### config.mk
export PLATFORM = sky130hd
export DESIGN_NAME = hdmi_data_island_receiver
export DESIGN_NICKNAME = d
export VERILOG_FILES = /design/src/rtl/hdmi_data_island_receiver.sv
export SDC_FILE = /design/constraint.sdc
export NUM_CORES = 1
export LEC_CHECK = 0
export CAP_MARGIN = 20
export CORE_MARGIN = 2
export CORE_UTILIZATION = 50
export CTS_BUF_LIST = sky130_fd_sc_hd__clkbuf_8
export DETAILED_ROUTE_END_ITERATION = 10
export PLACE_DENSITY = 0.71
export SLEW_MARGIN = 25
export SYNTH_ARGS = -nofsm -noshare
export SYNTH_HDL_FRONTEND = slang
export SYNTH_SLANG_ARGS = --single-unit
### constraint.sdc
create_clock -name clk_pixel -period 11.9 [get_ports clk_pixel]
set_clock_uncertainty 0.2 [all_clocks]
set_input_delay 3.57 -clock clk_pixel [delete_from_list [all_inputs] [get_ports clk_pixel]]
set_output_delay 3.57 -clock clk_pixel [all_outputs]
set_load 0.03 [all_outputs]
### src/rtl/hdmi_data_island_receiver.sv
// HDMI data island receiver: TERC4 decode, guard-band framing, 32-symbol packet
// assembly into shadow registers, per-packet error flag and InfoFrame checksum.
module hdmi_data_island_receiver #(
    parameter int unsigned MAX_PACKETS = 18
) (
    input  logic        clk_pixel,
    input  logic        reset_n,
    input  logic [9:0]  tmds_ch0,
    input  logic [9:0]  tmds_ch1,
    input  logic [9:0]  tmds_ch2,
    output logic        packet_valid,
    output logic [31:0] header,
    output logic [63:0] sub0,
    output logic [63:0] sub1,
    output logic [63:0] sub2,
    output logic [63:0] sub3,
    output logic        packet_error,
    output logic        checksum_ok,
    output logic        island_error
);

    typedef enum logic [1:0] {IDLE, LEAD, PAYLOAD, TRAIL} state_t;

    localparam logic [9:0] GB_CODE = 10'b0100110011;

    // Returns {valid, nibble}; codes outside the table decode to 0 and invalid.
    function automatic logic [4:0] terc4_decode(input logic [9:0] sym);
        case (sym)
            10'b1010011100: terc4_decode = 5'h10;
            10'b1001100011: terc4_decode = 5'h11;
            10'b1011100100: terc4_decode = 5'h12;
            10'b1011100010: terc4_decode = 5'h13;
            10'b0101110001: terc4_decode = 5'h14;
            10'b0100011110: terc4_decode = 5'h15;
            10'b0110001110: terc4_decode = 5'h16;
            10'b0100111100: terc4_decode = 5'h17;
            10'b1011001100: terc4_decode = 5'h18;
            10'b0100111001: terc4_decode = 5'h19;
            10'b0110011100: terc4_decode = 5'h1A;
            10'b1011000110: terc4_decode = 5'h1B;
            10'b1010001110: terc4_decode = 5'h1C;
            10'b1001110001: terc4_decode = 5'h1D;
            10'b0101100011: terc4_decode = 5'h1E;
            10'b1011000011: terc4_decode = 5'h1F;
            default:        terc4_decode = 5'h00;
        endcase
    endfunction

    function automatic logic [7:0] byte_sum7(input logic [55:0] s);
        byte_sum7 = s[7:0] + s[15:8] + s[23:16] + s[31:24] + s[39:32] + s[47:40] + s[55:48];
    endfunction

    logic [4:0] dec0, dec1, dec2;
    logic [3:0] d0, d1, d2;
    logic       v0, v1, v2;
    logic       is_gb;

    assign dec0 = terc4_decode(tmds_ch0);
    assign dec1 = terc4_decode(tmds_ch1);
    assign dec2 = terc4_decode(tmds_ch2);
    assign {v0, d0} = dec0;
    assign {v1, d1} = dec1;
    assign {v2, d2} = dec2;
    assign is_gb = (tmds_ch1 == GB_CODE) && (tmds_ch2 == GB_CODE) && v0 && (d0 >= 4'hC);

    state_t     state, state_next;
    logic [4:0] sym_cnt, pkt_cnt;
    logic       after_pkt, pkt_full;
    logic       capture, complete, island_err_set;

    // First symbol following a completed packet: either trailing guard band or next packet.
    assign after_pkt = (state == PAYLOAD) && (sym_cnt == '0) && (pkt_cnt != '0);
    assign pkt_full  = {27'd0, pkt_cnt} >= MAX_PACKETS;

    always_ff @(posedge clk_pixel or negedge reset_n) begin
        if (!reset_n) state <= IDLE;
        else          state <= state_next;
    end

    always_comb begin
        state_next = state;
        case (state)
            IDLE:    if (is_gb) state_next = LEAD;
            LEAD:    state_next = is_gb ? PAYLOAD : IDLE;
            PAYLOAD: begin
                if (after_pkt) begin
                    if (is_gb)         state_next = TRAIL;
                    else if (pkt_full) state_next = IDLE;
                end
            end
            TRAIL:   state_next = IDLE;
            default: state_next = IDLE;
        endcase
    end

    always_comb begin
        capture        = 1'b0;
        complete       = 1'b0;
        island_err_set = 1'b0;
        case (state)
            PAYLOAD: begin
                if (!after_pkt) begin
                    capture  = 1'b1;
                    complete = (sym_cnt == 5'd31);
                end else if (!is_gb) begin
                    if (pkt_full) island_err_set = 1'b1;
                    else          capture        = 1'b1;
                end
            end
            TRAIL:   island_err_set = !is_gb;
            default: ;
        endcase
    end

    always_ff @(posedge clk_pixel or negedge reset_n) begin
        if (!reset_n) begin
            sym_cnt <= '0;
            pkt_cnt <= '0;
        end else begin
            if (state == LEAD && is_gb) sym_cnt <= '0;
            else if (capture)           sym_cnt <= sym_cnt + 5'd1;

            if (state == IDLE && is_gb)           pkt_cnt <= '0;
            else if (complete && pkt_cnt != '1)   pkt_cnt <= pkt_cnt + 5'd1;
        end
    end

    logic [31:0] hdr_sh, hdr_nx;
    logic [63:0] s0_sh, s1_sh, s2_sh, s3_sh;
    logic [63:0] s0_nx, s1_nx, s2_nx, s3_nx;
    logic        err_sh, err_nx;
    logic [7:0]  csum;
    logic        cks_nx;

    // Next-shadow view merges the current symbol so completion can publish symbol 31 directly.
    always_comb begin
        hdr_nx = hdr_sh;
        s0_nx  = s0_sh;
        s1_nx  = s1_sh;
        s2_nx  = s2_sh;
        s3_nx  = s3_sh;
        err_nx = err_sh;
        if (capture) begin
            hdr_nx[sym_cnt]          = d0[2];
            s0_nx[{sym_cnt, 1'b0}]   = d1[0];
            s1_nx[{sym_cnt, 1'b0}]   = d1[1];
            s2_nx[{sym_cnt, 1'b0}]   = d1[2];
            s3_nx[{sym_cnt, 1'b0}]   = d1[3];
            s0_nx[{sym_cnt, 1'b1}]   = d2[0];
            s1_nx[{sym_cnt, 1'b1}]   = d2[1];
            s2_nx[{sym_cnt, 1'b1}]   = d2[2];
            s3_nx[{sym_cnt, 1'b1}]   = d2[3];
            err_nx = ((sym_cnt == '0) ? 1'b0 : err_sh) | !v0 | !v1 | !v2
                   | (d0[3] != (sym_cnt != '0));
        end
    end

    assign csum = hdr_nx[7:0] + hdr_nx[15:8] + hdr_nx[23:16]
                + byte_sum7(s0_nx[55:0]) + byte_sum7(s1_nx[55:0])
                + byte_sum7(s2_nx[55:0]) + byte_sum7(s3_nx[55:0]);
    assign cks_nx = !hdr_nx[7] || (csum == 8'h00);

    always_ff @(posedge clk_pixel or negedge reset_n) begin
        if (!reset_n) begin
            hdr_sh <= '0;
            s0_sh  <= '0;
            s1_sh  <= '0;
            s2_sh  <= '0;
            s3_sh  <= '0;
            err_sh <= 1'b0;
        end else begin
            hdr_sh <= hdr_nx;
            s0_sh  <= s0_nx;
            s1_sh  <= s1_nx;
            s2_sh  <= s2_nx;
            s3_sh  <= s3_nx;
            err_sh <= err_nx;
        end
    end

    always_ff @(posedge clk_pixel or negedge reset_n) begin
        if (!reset_n) begin
            packet_valid <= 1'b0;
            island_error <= 1'b0;
            header       <= '0;
            sub0         <= '0;
            sub1         <= '0;
            sub2         <= '0;
            sub3         <= '0;
            packet_error <= 1'b0;
            checksum_ok  <= 1'b0;
        end else begin
            packet_valid <= complete;
            island_error <= island_err_set;
            if (complete) begin
                header       <= hdr_nx;
                sub0         <= s0_nx;
                sub1         <= s1_nx;
                sub2         <= s2_nx;
                sub3         <= s3_nx;
                packet_error <= err_nx;
                checksum_ok  <= cks_nx;
            end
        end
    end

endmodule

After elaboration in Yosys (flattened, before gate mapping)
Cells that the tools add are included.
{"block": "totals", "regBits": 593, "input_bits": 32, "out_inout_bits": 292}
{"block": "classes", "addsub": 32, "order_cmp": 8, "eq_ne": 59, "n_mux": 45, "n_bitwise": 4, "n_reduce_logical": 25}
{"cell": "$bwmux W64", "n": 8}
{"cell": "$eq A10 B10 Y1 const B", "n": 27}
{"cell": "$mux W64", "n": 4}
{"cell": "$add A8 B8 Y8", "n": 30}
{"cell": "$pmux W5 S16", "n": 3}
{"cell": "$eq A10 B9 Y1 const B", "n": 23}
{"cell": "$bwmux W32", "n": 1}
{"cell": "$mux W32", "n": 1}
{"cell": "$mux W5", "n": 4}
{"cell": "$demux W1 S5", "n": 3}
{"cell": "$lt A6 B7 Y1 const B", "n": 2}
{"cell": "$mux W1", "n": 14}
{"cell": "$ge A6 B1 Y1 const B", "n": 2}
{"cell": "$logic_and A1 B1 Y1", "n": 11}
{"cell": "$add A5 B1 Y5 const B", "n": 2}
{"cell": "$mux W2", "n": 5}
{"cell": "$reduce_bool A5 Y1", "n": 2}
{"cell": "$logic_not A8 Y1", "n": 1}
{"cell": "$pmux W2 S4", "n": 1}
{"cell": "$lt A5 B6 Y1 const B", "n": 1}
{"cell": "$eq A5 B5 Y1 const B", "n": 1}
{"cell": "$ge A5 B1 Y1 const B", "n": 1}
{"cell": "$ge A5 B5 Y1 const B", "n": 1}
{"cell": "$logic_not A1 Y1", "n": 5}
{"cell": "other kinds (14)", "n": 20}

Depth between registers and ports, before layout
Gate-level depths: netlist of run 1.
{"block": "logic_depth", "depth_word": 20, "mapped_depth": 37, "mapped_depth_nobuf": 35}

Least setup slack after synthesis of run 1
No wires, ideal clock.
{"block": "synth_timing", "path_type": "input to register", "from": "input tmds_ch0[5]", "to": "register checksum_ok", "setup_ps": 104, "arrival_time_ps": 12291, "setup_slack_ps": -694, "cell_stages": 35, "n_path_buf": 3, "path_cell_list": "buf_2 nor2b_1 a22oi_1 o22ai_1 nor2_1 nor3_1 o21ai_0 buf_2 nand2_1 nor2_1 clkbuf_1 nand2_1 o21ai_0 fa_1 fa_1 fa_1 inv_1 fa_1 fa_1 inv_1 fa_1 fa_1 fa_1 inv_1 ha_1 a21o_1 a21oi_1 o21bai_1 a21oi_1 xnor2_1 xnor2_1 xnor3_1 xnor3_1 xnor3_1 o41ai_2"}
{"block": "synth_via", "elab_chain_cells": 20, "elab_cells_between_ends": 62, "cone_classes": "add/sub (30); order compare (1); eq/ne (16); mux (10); reduce/logical (5)"}
{"element": "from (decl)", "line": "8", "rtl": "input logic [9:0] tmds_ch0,"}
{"element": "$eq A10 B10 Y1 / $eq A10 B9 Y1 (equally long branches)", "line": "28", "rtl": "case (sym)"}
{"element": "$pmux W5 S16 (*)", "line": "28"}
{"element": "$ge A4 B4 Y1 / $logic_and A1 B1 Y1 (equally long branches)", "line": "64", "rtl": "assign is_gb = (tmds_ch1 == GB_CODE) && (tmds_ch2 == GB_CODE) && v0 && (d0 >= 4'hC);"}
{"element": "$logic_and A1 B1 Y1", "line": "64"}
{"element": "$mux W1", "line": "105", "rtl": "end else if (!is_gb) begin"}
{"element": "$mux W1", "line": "102", "rtl": "if (!after_pkt) begin"}
{"element": "$mux W1", "line": "100", "rtl": "case (state)"}
{"element": "$mux W64", "line": "143", "rtl": "if (capture) begin"}
{"element": "$add A8 B8 Y8 (6 in series)", "line": "50", "rtl": "byte_sum7 = s[7:0] + s[15:8] + s[23:16] + s[31:24] + s[39:32] + s[47:40] + s[55:48];"}
{"element": "$add A8 B8 Y8 (2 in series)", "line": "159", "rtl": "+ byte_sum7(s0_nx[55:0]) + byte_sum7(s1_nx[55:0])"}
{"element": "$add A8 B8 Y8 (2 in series)", "line": "160", "rtl": "+ byte_sum7(s2_nx[55:0]) + byte_sum7(s3_nx[55:0]);"}
{"element": "$logic_not A8 Y1", "line": "161", "rtl": "assign cks_nx = !hdr_nx[7] || (csum == 8'h00);"}
{"element": "$logic_or A1 B1 Y1 (*)", "line": "161"}
{"element": "to (signal assigned)", "line": "202", "rtl": "checksum_ok <= cks_nx;"}
{"element": "to (decl)", "line": "18", "rtl": "output logic checksum_ok,"}
Mark *: on every way between the ends. The rest lies on a longest branch, timed or not.
A chain may end at the register's enable or synchronous reset.

Worst setup path in the final report of run 1
{"block": "layout_timing", "from": "input tmds_ch1[8]", "to": "register checksum_ok"}
{"block": "layout_via", "elab_cells_between_ends": 70, "cone_classes": "add/sub (30); eq/ne (17); mux (17); reduce/logical (6)"}
{"element": "from (decl)", "line": "9", "rtl": "input logic [9:0] tmds_ch1,"}
{"element": "branches (longest 7 deep; another with $bwmux W64)"}
{"element": "$mux W64 (*)", "line": "143"}
{"element": "named net s2_nx[28]", "line": "130", "rtl": "logic [63:0] s0_nx, s1_nx, s2_nx, s3_nx;"}
{"element": "$add A8 B8 Y8 (*) (4 in series)", "line": "50"}
{"element": "$add A8 B8 Y8 (*) (2 in series)", "line": "160"}
{"element": "$logic_not A8 Y1 (*)", "line": "161"}
{"element": "$logic_or A1 B1 Y1 (*)", "line": "161"}
Mark *: on every way through the listed nets, which the timed path passes.

==> flow_summary.yaml, run 1 <==
yosys:
  postSynthCellCount: 2670
  synth_top_cell_area_share_pct: 52.6
  prevailing_post_synth_register_cell: "sky130_fd_sc_hd__dfrtp_1"
  async_reset_ff_share_pct: 100
  netlist_area_um2: 28200
  netlist.top_cell.by_area: "sky130_fd_sc_hd__dfrtp_1"
  synth_nets: 2911
  synthDistinctLibCells: 67
  synth_warnings: 0
  yosys_register_bits: 593
  synth_enable_flop_cells: 0
  synth.yosys.seq_area_share_pct: 52.6
  synthesis.area_per_instance_um2: 10.6
  synth_area_leaders: "sky130_fd_sc_hd__dfrtp_1 53%, sky130_fd_sc_hd__fa_1 13%, sky130_fd_sc_hd__nand2_1 6.0%"
global_route:
  grt_max_degree: 188
  antenna_found_initial: 0
  global_route.overflow_total: 0
  via_count_of_the_first_global_routing_pass: 23936
  first_pass_grt_wire_length_mm: 140
  groute.usage.overall_pct: 31.5
cells_and_area:
  flow.area_growth_from_synthesis_pct: 38.7
  fin_util_pct: 69.8
  final_cells: 4297
  layout.cells.most_common_list: "593 x sky130_fd_sc_hd__dfrtp_1, 449 x sky130_fd_sc_hd__buf_4, 448 x sky130_fd_sc_hd__nand2_1"
  drive_gt1_share_pct: 24.7
  finalInstanceArea_um2: 39100
  commonest_non_fill_non_tap_cell_in_the_layout: "sky130_fd_sc_hd__dfrtp_1"
  filler_cell_count: 4065
  antennaDiodeCount: 0
  nNetsFinal: 3703
clock_network:
  insertion_delay_ps: 740
  cts_tree: "built"
  clk_pin_slew_ps: 70
  maximum_count_of_clock_buffers_along_a_single_path: 3
  htree_num_levels: 3
  cts_buffers: 97
  clk_root_buffer_cell: "sky130_fd_sc_hd__clkbuf_8"
  clkSinkCount: 593
timing:
  timing.final.hold_violations: 0
  fmax_mhz: 83.7
  setup_slack_ps: -40.8
  timing.max_slew.rel_slack_pct: 34.5
  min_period_ps: 11940
  timing.final.max_slew_violations: 0
  setup_viol_count_final: 1
  tightestPinTransition_ps: 979
  timing.setup.tns_ps: -40.8
  rsz_0062_raised_after_global_routing: "true"
  layout_worst_path_cycle_share_pct: 100
placement:
  buffer_ports.inserted: 323
  final_wtd_congestion: 0.958
  place_hpwl_mm: 65.5
  placed_instances: 4066
  postPlaceCellArea_um2: 35800
setup_path:
  critical_path.max_stage_delay_ps: 580
  cp.required_ps: 12300
  critical_path.startpoint_type: "input port"
  setup.worst_path.end_class: "register"
  cp_common_cell: "sky130_fd_sc_hd__fa_1"
  cp_slowest_cell: "sky130_fd_sc_hd__fa_1"
  kind_of_cell_adding_the_most_delay_to_the_critical_path: "adder cells"
  timing.critical_path.arrival_ps: 12340
  critPathMaxFanout: 6
  setup.worst_path.class: "input port to register"
  cp.buffers_inverters: 7
floorplanning:
  core_um2: 56100
  die-area_um2: 58300
  die_height_um: 242
  rows: 87
  die_w_um: 242
  initial_utilization_pct: 50.3
  ioPinCount: 324
detailed_routing:
  remaining_drc_errors: 0
  dr.max_layer_used: "met4"
  routed_wire_length_per_instance_um: 20.9
  vias: 22422
  route.detailed.vias_per_inst: 5.22
  detail_route.iter0.violations: 1518
  detail_route.wirelength_mm: 89.8
  met2WireLength_mm: 44.5
  drt-met1-wl_mm: 35.6
  drt_first_pass_iters: 5
  ant_nets: 0
  wl_met3_mm: 6.34
power:
  worst_ir_drop_vdd_uv: 84.7
  p_leak_uw: 0.0190
  fin_total_pwr_uw: 4660
  powerDensity_nw_per_um2: 119
flow_run:
  timing.max_cap.violations: 0
run_status:
  violations: "setup timing"
  outcome: "finished, violations left"
min_path:
  worstHoldPathType: "register to register"
[power by group]
group | switching [µW] | total, µW | internal (µW)
combinational | 283 | 520 | 236
clock | 869 | 2080 | 1210
sequential | 15.2 | 2060 | 2050
[through the flow]
step | worst slack [ps] | hold slack, ps
after floorplan | 32.6 | 261
after CTS | 10.0 | 282
final | -40.8 | 275
after detailed placement | -1200 | 269
after global placement | -904 | 262
after global routing | -335 | 305
[repair_timing]
action | CTS | global route
cloned | 4 | 0
gates resized for setup | 78 | 38
pin swaps | 59 | 33
hold buffers | 0 | 0
setup endpoints to repair | 1 | 1
buffers inserted | 38 | 10
[cells by family after synthesis]
kind of cell             Yosys count  synth area share [%]
AND/OR/NAND/NOR                  762                  11.5
flip-flops                       593                  52.6
AO/OA/AOI/OAI                    521                  9.84
buffers and inverters            407                  5.49
adder cells (fa/ha/maj)          209                  14.0
multiplexers                     100                  3.96
XOR/XNOR                          78                  2.62
[synthesized netlist by cell type (all sizes together), types with 3 or more instances]
master	instances
dfrtp	593
nand2	454
o21ai	323
inv	274
nor2	190
fa	177
a21oi	152
clkbuf	109
mux2	94
xnor2	52
ha	32
nor2b	25
buf	24
xor2	22
nand3	15
nand2b	10
nor3	7
a31oi	6
mux2i	6
nand3b	6
nand4	6
nand4b	6
a211oi	5
and3	5
nor4bb	5
a221oi	4
a22oi	4
and4bb	4
nor3b	4
nor4b	4
or3	4
xnor3	4
a21o	3
and2	3
nor4	3
o21bai	3
o22ai	3
o31ai	3
[sequential cells by signal, indices dropped and copies added, names as in the netlist]
name	count
pkt_cnt	5
sub0	64
sub3	64
sub2	64
checksum_ok	1
s3_sh	64
packet_valid	1
s2_sh	64
island_error	1
header	32
sym_cnt	5
sub1	64
hdr_sh	32
state	2
packet_error	1
s1_sh	64
err_sh	1
s0_sh	64
[final timing paths]
check                                  from           to  slack [ps]  depth (start not counted)
max in group asynchronous           reset_n    s3_sh[21]        6760                          3
worst min-delay path                sub3[1]      sub3[1]         270                          2
worst max-delay path            tmds_ch1[8]  checksum_ok         -40                         35
worst min register to register      sub3[1]      sub3[1]         270                          2
worst max register to register   sym_cnt[0]  checksum_ok        2470                         27
min in group asynchronous           reset_n     sub2[51]        2740                          1
[layout make-up]
class | instances | area (µm²) | area share (%)
clock buffers | 121 | 1670 | 4.26
clock inverters | 57 | 639 | 1.63
inverters | 274 | 1030 | 2.63
multi-input cells | 1674 | 12500 | 31.9
flip-flops and latches | 593 | 14800 | 37.9
well taps | 756 | 946 | 2.42
repair buffers | 822 | 7520 | 19.2
[per-layer routing]
metal  global-route usage [%]  up-vias
met3                     7.27      181
met1                     39.8    11280
met4                     12.7        0
met5                        0        -
li1                         -    10182
met2                     52.8      779
[worst reg2reg max path, cell delays in order, from the launching register on]
cell	delay (ps)
sky130_fd_sc_hd__dfrtp_1	440
sky130_fd_sc_hd__inv_1	110
sky130_fd_sc_hd__ha_1	230
sky130_fd_sc_hd__or4b_4	540
sky130_fd_sc_hd__o21ai_4	300
sky130_fd_sc_hd__nand2_1	180
sky130_fd_sc_hd__nand3_1	770
sky130_fd_sc_hd__o21ai_0	330
sky130_fd_sc_hd__fa_1	600
sky130_fd_sc_hd__inv_1	60
sky130_fd_sc_hd__fa_1	580
sky130_fd_sc_hd__fa_1	490
sky130_fd_sc_hd__fa_1	580
sky130_fd_sc_hd__fa_1	430
sky130_fd_sc_hd__fa_1	500
sky130_fd_sc_hd__fa_1	430
sky130_fd_sc_hd__fa_1	390
sky130_fd_sc_hd__xor2_1	160
sky130_fd_sc_hd__xnor2_1	170
sky130_fd_sc_hd__xnor2_1	150
sky130_fd_sc_hd__xnor2_1	150
sky130_fd_sc_hd__xnor2_1	150
sky130_fd_sc_hd__xnor2_1	160
sky130_fd_sc_hd__xnor2_1	160
sky130_fd_sc_hd__xnor3_1	280
sky130_fd_sc_hd__xnor3_1	240
sky130_fd_sc_hd__xnor3_1	230
sky130_fd_sc_hd__o41ai_2	280
Note: power is estimated with default switching activity, not from simulation.
==> inputs of run 2 (changes only) <==
CORE_ASPECT_RATIO = 0.5   (was unset)
PLACE_DENSITY = unset   (was 0.71)
PLACE_DENSITY_LB_ADDON = 0.15   (was unset)
==> run 2 against run 1 <==
Against the previous run: the run still ends with setup timing left; sequential power barely moved; core utilization fell by 1.3 points; cell count decreased by 1.3%; non-clock buffer count fell by 24; count of clock-buffer cells in the layout down 17; critical path type unchanged; critical endpoint unchanged; largest power group is now sequential cells; highest routed layer unchanged.
==> flow_summary.yaml, run 2 (synthesis results as in run 1) <==
run_status:
  outcome: "finished, violations left"
  violations: "setup timing"
power:
  power.switching_uw: 1100
  pwr-share-comb_pct: 12.3
  worst_ir_drop_vdd_uv: 84.6
  intPower_uw: 3110
  sequentialPowerShare_pct: 48.8
  powerDensity_nw_per_um2: 111
  fin_total_pwr_uw: 4220
  power.share.switching_pct: 26.1
  power.clock.fraction_pct: 38.8
  p_leak_uw: 0.0185
setup_path:
  setup.worst_path.class: "input port to register"
  critical_path.max_stage_delay_ps: 590
  kind_of_cell_adding_the_most_delay_to_the_critical_path: "adder cells"
  timing.critical_path.depth: 37
  setup.worst_path.end_class: "register"
  cp_common_cell: "sky130_fd_sc_hd__fa_1"
  critPathMaxFanout: 10
  cp.buffers_inverters: 9
  timing.critical_path.arrival_ps: 12300
  worstSetupEndpoint: "checksum_ok"
  r2r-end: "checksum_ok"
  cp.required_ps: 12270
  worstReg2RegStart: "pkt_cnt[0]"
  critical_path.startpoint_type: "input port"
  worstRegToRegCells: 27
  rrSetupSlack_ps: 2410
  cp_slowest_cell: "sky130_fd_sc_hd__fa_2"
  worst_setup_path_startpoint: "tmds_ch0[3]"
min_path:
  worstHoldPathType: "register to register"
cells_and_area:
  nNetsFinal: 3664
  flow.area_growth_from_synthesis_pct: 35.1
  filler_cell_count: 4309
  fin_util_pct: 68.5
  commonest_non_fill_non_tap_cell_in_the_layout: "sky130_fd_sc_hd__dfrtp_1"
  layout.cells.most_common_list: "593 x sky130_fd_sc_hd__dfrtp_1, 449 x sky130_fd_sc_hd__nand2_1, 442 x sky130_fd_sc_hd__buf_4"
  antennaDiodeCount: 0
  drive_gt1_share_pct: 24.1
  finalInstanceArea_um2: 38100
global_route:
  global_route.overflow_total: 0
  antenna_found_initial: 2
  via_count_of_the_first_global_routing_pass: 22124
  first_pass_grt_wire_length_mm: 128
  grt_max_degree: 167
  groute.usage.overall_pct: 29.2
detailed_routing:
  route.detailed.vias_per_inst: 5.09
  vias: 21589
  routed_wire_length_per_instance_um: 19.7
  remaining_drc_errors: 0
  drt_first_pass_iters: 5
  detail_route.iter0.violations: 1668
  ant_nets: 0
  detail_route.wirelength_mm: 83.5
timing:
  min_period_ps: 11920
  setup_slack_ps: -21.0
  layout_worst_path_cycle_share_pct: 100
  setup_viol_count_final: 1
  timing.final.hold_violations: 0
  timing.setup.tns_ps: -21.0
  rsz_0062_raised_after_global_routing: "true"
  timing.final.max_slew_violations: 0
  fmax_mhz: 83.9
  timing.max_slew.rel_slack_pct: 37.7
  tightestPinTransition_ps: 935
clock_network:
  clk_root_buffer_cell: "sky130_fd_sc_hd__clkbuf_8"
  cts_buffers: 84
  maximum_count_of_clock_buffers_along_a_single_path: 3
  htree_num_levels: 3
  clkSinkCount: 593
  cts_tree: "built"
  insertion_delay_ps: 680
  clk_pin_slew_ps: 70
flow_run:
  timing.max_cap.violations: 0
placement:
  post-place-ws_ps: -1290
  buffer_ports.inserted: 323
  postPlaceCellArea_um2: 35800
  place_hpwl_mm: 61.9
  final_wtd_congestion: 0.915
floorplanning:
  core_um2: 55600
  die_height_um: 172
  die_w_um: 340
  rows: 61
  initial_utilization_pct: 50.7
  ioPinCount: 324
  die-area_um2: 58500
run 2: cell count changes in the layout (fill, tap and decap cells not counted), moves of 8 or more:
cell                              previous run  this run
sky130_fd_sc_hd__clkbuf_8                  121       104
sky130_fd_sc_hd__a21oi_2                     9        17
sky130_fd_sc_hd__a21oi_1                   143       135
sky130_fd_sc_hd__fa_2                       14        23
sky130_fd_sc_hd__fa_1                      163       154
sky130_fd_sc_hd__clkdlybuf4s50_1           312       303
sky130_fd_sc_hd__buf_12                     38        26
sky130_fd_sc_hd__bufinv_16                  13         2
sky130_fd_sc_hd__dlygate4sd2_1               8        17
run 2: power groups by stage:
stage          Sequential [µW]  Combinational [µW]  Clock (µW)
2_1_floorplan             2130                 242           0
3_3_place_gp              2100                 493           0
3_5_place_dp              2100                 499           0
4_1_cts                   2060                 512        1670
5_1_grt                   2060                 580        1760
6_report                  2060                 520        1640
run 2: through the flow:
stage	instances	hold WS, ps
2_1_floorplan	2670	261
3_3_place_gp	4060	261
3_5_place_dp	4060	267
4_1_cts	4234	284
5_1_grt	4240	304
6_report	4240	276
run 2: worst min-delay path, stage by stage, from the launching register on:
cell	delay (ps)
sky130_fd_sc_hd__dfrtp_1	340
sky130_fd_sc_hd__nand2_1	50
sky130_fd_sc_hd__o21ai_0	60
run 2: worst min path at each step:
| stage | start | end | slack, ps | depth (start not counted) |
|---|---|---|---|---|
| after detailed placement | sub1[21] | sub1[21] | 270 | 2 |
| after global routing | sub3[47] | sub3[47] | 300 | 2 |
| after floorplan | s0_sh[39] | s0_sh[39] | 260 | 2 |
| after global placement | sub2[16] | sub2[16] | 260 | 2 |
| after CTS | sub1[9] | sub1[9] | 280 | 2 |
| final | sub2[25] | sub2[25] | 280 | 2 |
run 2: per-layer routing:
layer	share of wire, %	vias up	wire (µm)	GRT usage (%)
met5	0	-	0	0
met4	1.9	0	1580	6.73
met3	8.1	114	6800	7.71
met2	46	628	38100	45.9
met1	44	10754	37000	40.9
li1	-	10093	-	-
run 2: final cells by class:
class                   count  area, µm²  area share (%)
flip-flops and latches    593      14800            38.9
multi-input cells        1672      12500            32.8
repair buffers            798       7120            18.7
clock buffers             104       1430            3.75
inverters                 274       1030            2.71
well taps                 756        946            2.48
clock inverters            43        256           0.673
run 2: what timing repair did:
item | CTS | global route
hold buffers | 0 | 0
pin swaps | 50 | 29
buffers inserted | 27 | 4
endpoints found under the setup margin | 1 | 1
gates resized for setup | 102 | 37
gates cloned | 0 | 2
==> inputs of run 3 (changes only) <==
CORE_ASPECT_RATIO = 1.75   (was 0.5)
CTS_CLUSTER_SIZE = 25   (was unset)
==> run 3 against run 2 <==
Against the previous run: the run now ends clean; sequential power barely moved; cell count fell by 1.4%; power rose by 1.4%; critical path depth fell by 4; critical path type unchanged; critical endpoint unchanged; largest cell class unchanged; highest routed layer unchanged.
==> flow_summary.yaml, run 3 (synthesis results as in run 1) <==
min_path:
  worstHoldPathType: "register to register"
  hold_path.startpoint: "sub1[10]"
  hold_path_depth: 2
  timing.hold.worst_endpoint: "sub1[10]"
cells_and_area:
  drive_gt1_share_pct: 23.1
  final_cells: 4181
  layout.cells.most_common_list: "593 x sky130_fd_sc_hd__dfrtp_1, 450 x sky130_fd_sc_hd__nand2_1, 426 x sky130_fd_sc_hd__buf_4"
  nNetsFinal: 3658
  flow.area_growth_from_synthesis_pct: 35.1
  fin_util_pct: 68.1
  finalInstanceArea_um2: 38100
  commonest_non_fill_non_tap_cell_in_the_layout: "sky130_fd_sc_hd__dfrtp_1"
clock_network:
  cts_hold_buffers: 0
  maximum_count_of_clock_buffers_along_a_single_path: 3
  cts_tree: "built"
  clkSinkCount: 593
  clk_root_buffer_cell: "sky130_fd_sc_hd__clkbuf_8"
  cts_buffers: 87
  clk_pin_slew_ps: 70
  htree_num_levels: 3
  insertion_delay_ps: 700
detailed_routing:
  detail_route.iter0.violations: 1278
  remaining_drc_errors: 0
  detail_route.wirelength_mm: 89.0
  vias: 21786
  drt_first_pass_iters: 7
  route.detailed.vias_per_inst: 5.21
  ant_nets: 0
  routed_wire_length_per_instance_um: 21.3
timing:
  layout_worst_path_cycle_share_pct: 99.7
  setup_slack_ps: 38.2
  timing.final.max_slew_violations: 0
  min_period_ps: 11860
  rsz_0062_raised_after_global_routing: "true"
  timing.final.hold_violations: 0
  tightestPinTransition_ps: 1000
  fmax_mhz: 84.3
  holdWs_ps: 277
  timing.max_slew.rel_slack_pct: 32.9
  setup_viol_count_final: 0
flow_run:
  timing.max_cap.violations: 0
setup_path:
  r2r-end: "checksum_ok"
  timing.critical_path.arrival_ps: 12270
  cp.buffers_inverters: 5
  setup.worst_path.end_class: "register"
  cp_slowest_cell: "sky130_fd_sc_hd__fa_2"
  critPathMaxFanout: 5
  critical_path.startpoint_type: "input port"
  critical_path.max_stage_delay_ps: 600
  worstReg2RegStart: "sym_cnt[0]"
  worstRegToRegCells: 28
  kind_of_cell_adding_the_most_delay_to_the_critical_path: "adder cells"
  cp.required_ps: 12300
  cp_common_cell: "sky130_fd_sc_hd__fa_1"
  rrSetupSlack_ps: 2630
  setup.worst_path.class: "input port to register"
global_route:
  use_met1_pct: 36.6
  global_route.overflow_total: 0
  grt_max_degree: 178
  first_pass_grt_wire_length_mm: 136
  globalRouteMet3Util_pct: 6.16
  groute.usage.overall_pct: 31.3
  via_count_of_the_first_global_routing_pass: 23113
  grt.met2_usage_pct: 55.8
  grt-busiest-layer: "met2"
  antenna_found_initial: 2
power:
  worst_ir_drop_vdd_uv: 122
  p_leak_uw: 0.0185
  intPower_uw: 3170
  sequentialPowerShare_pct: 48.2
  power.switching_uw: 1100
  power.clock.fraction_pct: 40.0
  power.share.switching_pct: 25.8
  pwr-share-comb_pct: 11.8
  powerDensity_nw_per_um2: 112
floorplanning:
  die_w_um: 184
  ioPinCount: 324
  die-area_um2: 58400
  rows: 115
  core_um2: 56000
  initial_utilization_pct: 50.4
  die_height_um: 318
placement:
  placed_instances: 4015
  post-place-ws_ps: -1140
  final_wtd_congestion: 0.909
  place_hpwl_mm: 66.9
  buffer_ports.inserted: 323
  postPlaceCellArea_um2: 35900
run_status:
  outcome: "complete, no violations"
run 3: cell count changes in the layout (fill, tap and decap cells not counted), moves of 5 or more:
cell | previous run | this run
sky130_fd_sc_hd__buf_4 | 442 | 426
sky130_fd_sc_hd__dlygate4sd2_1 | 17 | 3
sky130_fd_sc_hd__clkdlybuf4s50_1 | 303 | 316
sky130_fd_sc_hd__o21ai_0 | 276 | 287
sky130_fd_sc_hd__buf_12 | 26 | 35
sky130_fd_sc_hd__fa_1 | 154 | 163
sky130_fd_sc_hd__fa_2 | 23 | 14
sky130_fd_sc_hd__o21ai_1 | 26 | 18
sky130_fd_sc_hd__clkbuf_8 | 104 | 110
sky130_fd_sc_hd__nor2b_4 | 7 | 2
run 3: cell type report:
class | instances | area, µm²
clock buffer | 110 | 1510
inverter | 274 | 1030
antenna | 1 | 2.50
tap | 702 | 878
multi-input combinational | 1670 | 12300
clock inverter | 40 | 267
sequential | 593 | 14800
fill | 4300 | 17800
timing repair buffer | 791 | 7260
run 3: stage by stage:
stage | power [µW] | TNS [ps]
5_1_grt | 4450 | -255
6_report | 4270 | 0
2_1_floorplan | 2370 | 0
3_3_place_gp | 2590 | -1030
3_5_place_dp | 2600 | -1140
4_1_cts | 4310 | 0
run 3: worst reg2reg max path, delay by kind of cell, from the launching register on:
kind | cells | cell delay, ps
XOR/XNOR | 10 | 1840
AND/OR/NAND/NOR | 3 | 1490
AO/OA/AOI/OAI | 3 | 700
adder cells (fa/ha/maj) | 9 | 4010
flip-flops | 1 | 450
buffers and inverters | 3 | 500
run 3: repair_timing:
action / CTS / global route
resized for setup: 37 / 36
setup buffers: 10 / 3
setup endpoints to repair: 1 / 1
pin swaps: 23 / 33
run 3: power by group through the flow:
stage / registers, µW / clock network [µW] / logic [µW]
floorplan: 2130 / 0 / 242
global placement: 2100 / 0 / 493
detailed placement: 2100 / 0 / 501
CTS: 2060 / 1740 / 503
global route: 2060 / 1830 / 561
finish: 2060 / 1710 / 506
run 3: per-layer routing:
| metal | up-vias | share of wire [%] |
|---|---|---|
| met5 | - | 0 |
| met4 | 0 | 4.2 |
| met3 | 166 | 5.4 |
| met2 | 641 | 53 |
| met1 | 10909 | 38 |
| li1 | 10070 | - |
run 3: worst max path at each step:
stage / from / to / slack [ps] / cells after the start
2_1_floorplan: tmds_ch0[5] / checksum_ok / 30 / 33
3_3_place_gp: tmds_ch0[2] / checksum_ok / -1030 / 35
3_5_place_dp: tmds_ch0[2] / checksum_ok / -1140 / 35
4_1_cts: tmds_ch1[0] / checksum_ok / 6 / 36
5_1_grt: tmds_ch1[0] / checksum_ok / -250 / 36
6_report: tmds_ch1[0] / checksum_ok / 40 / 33
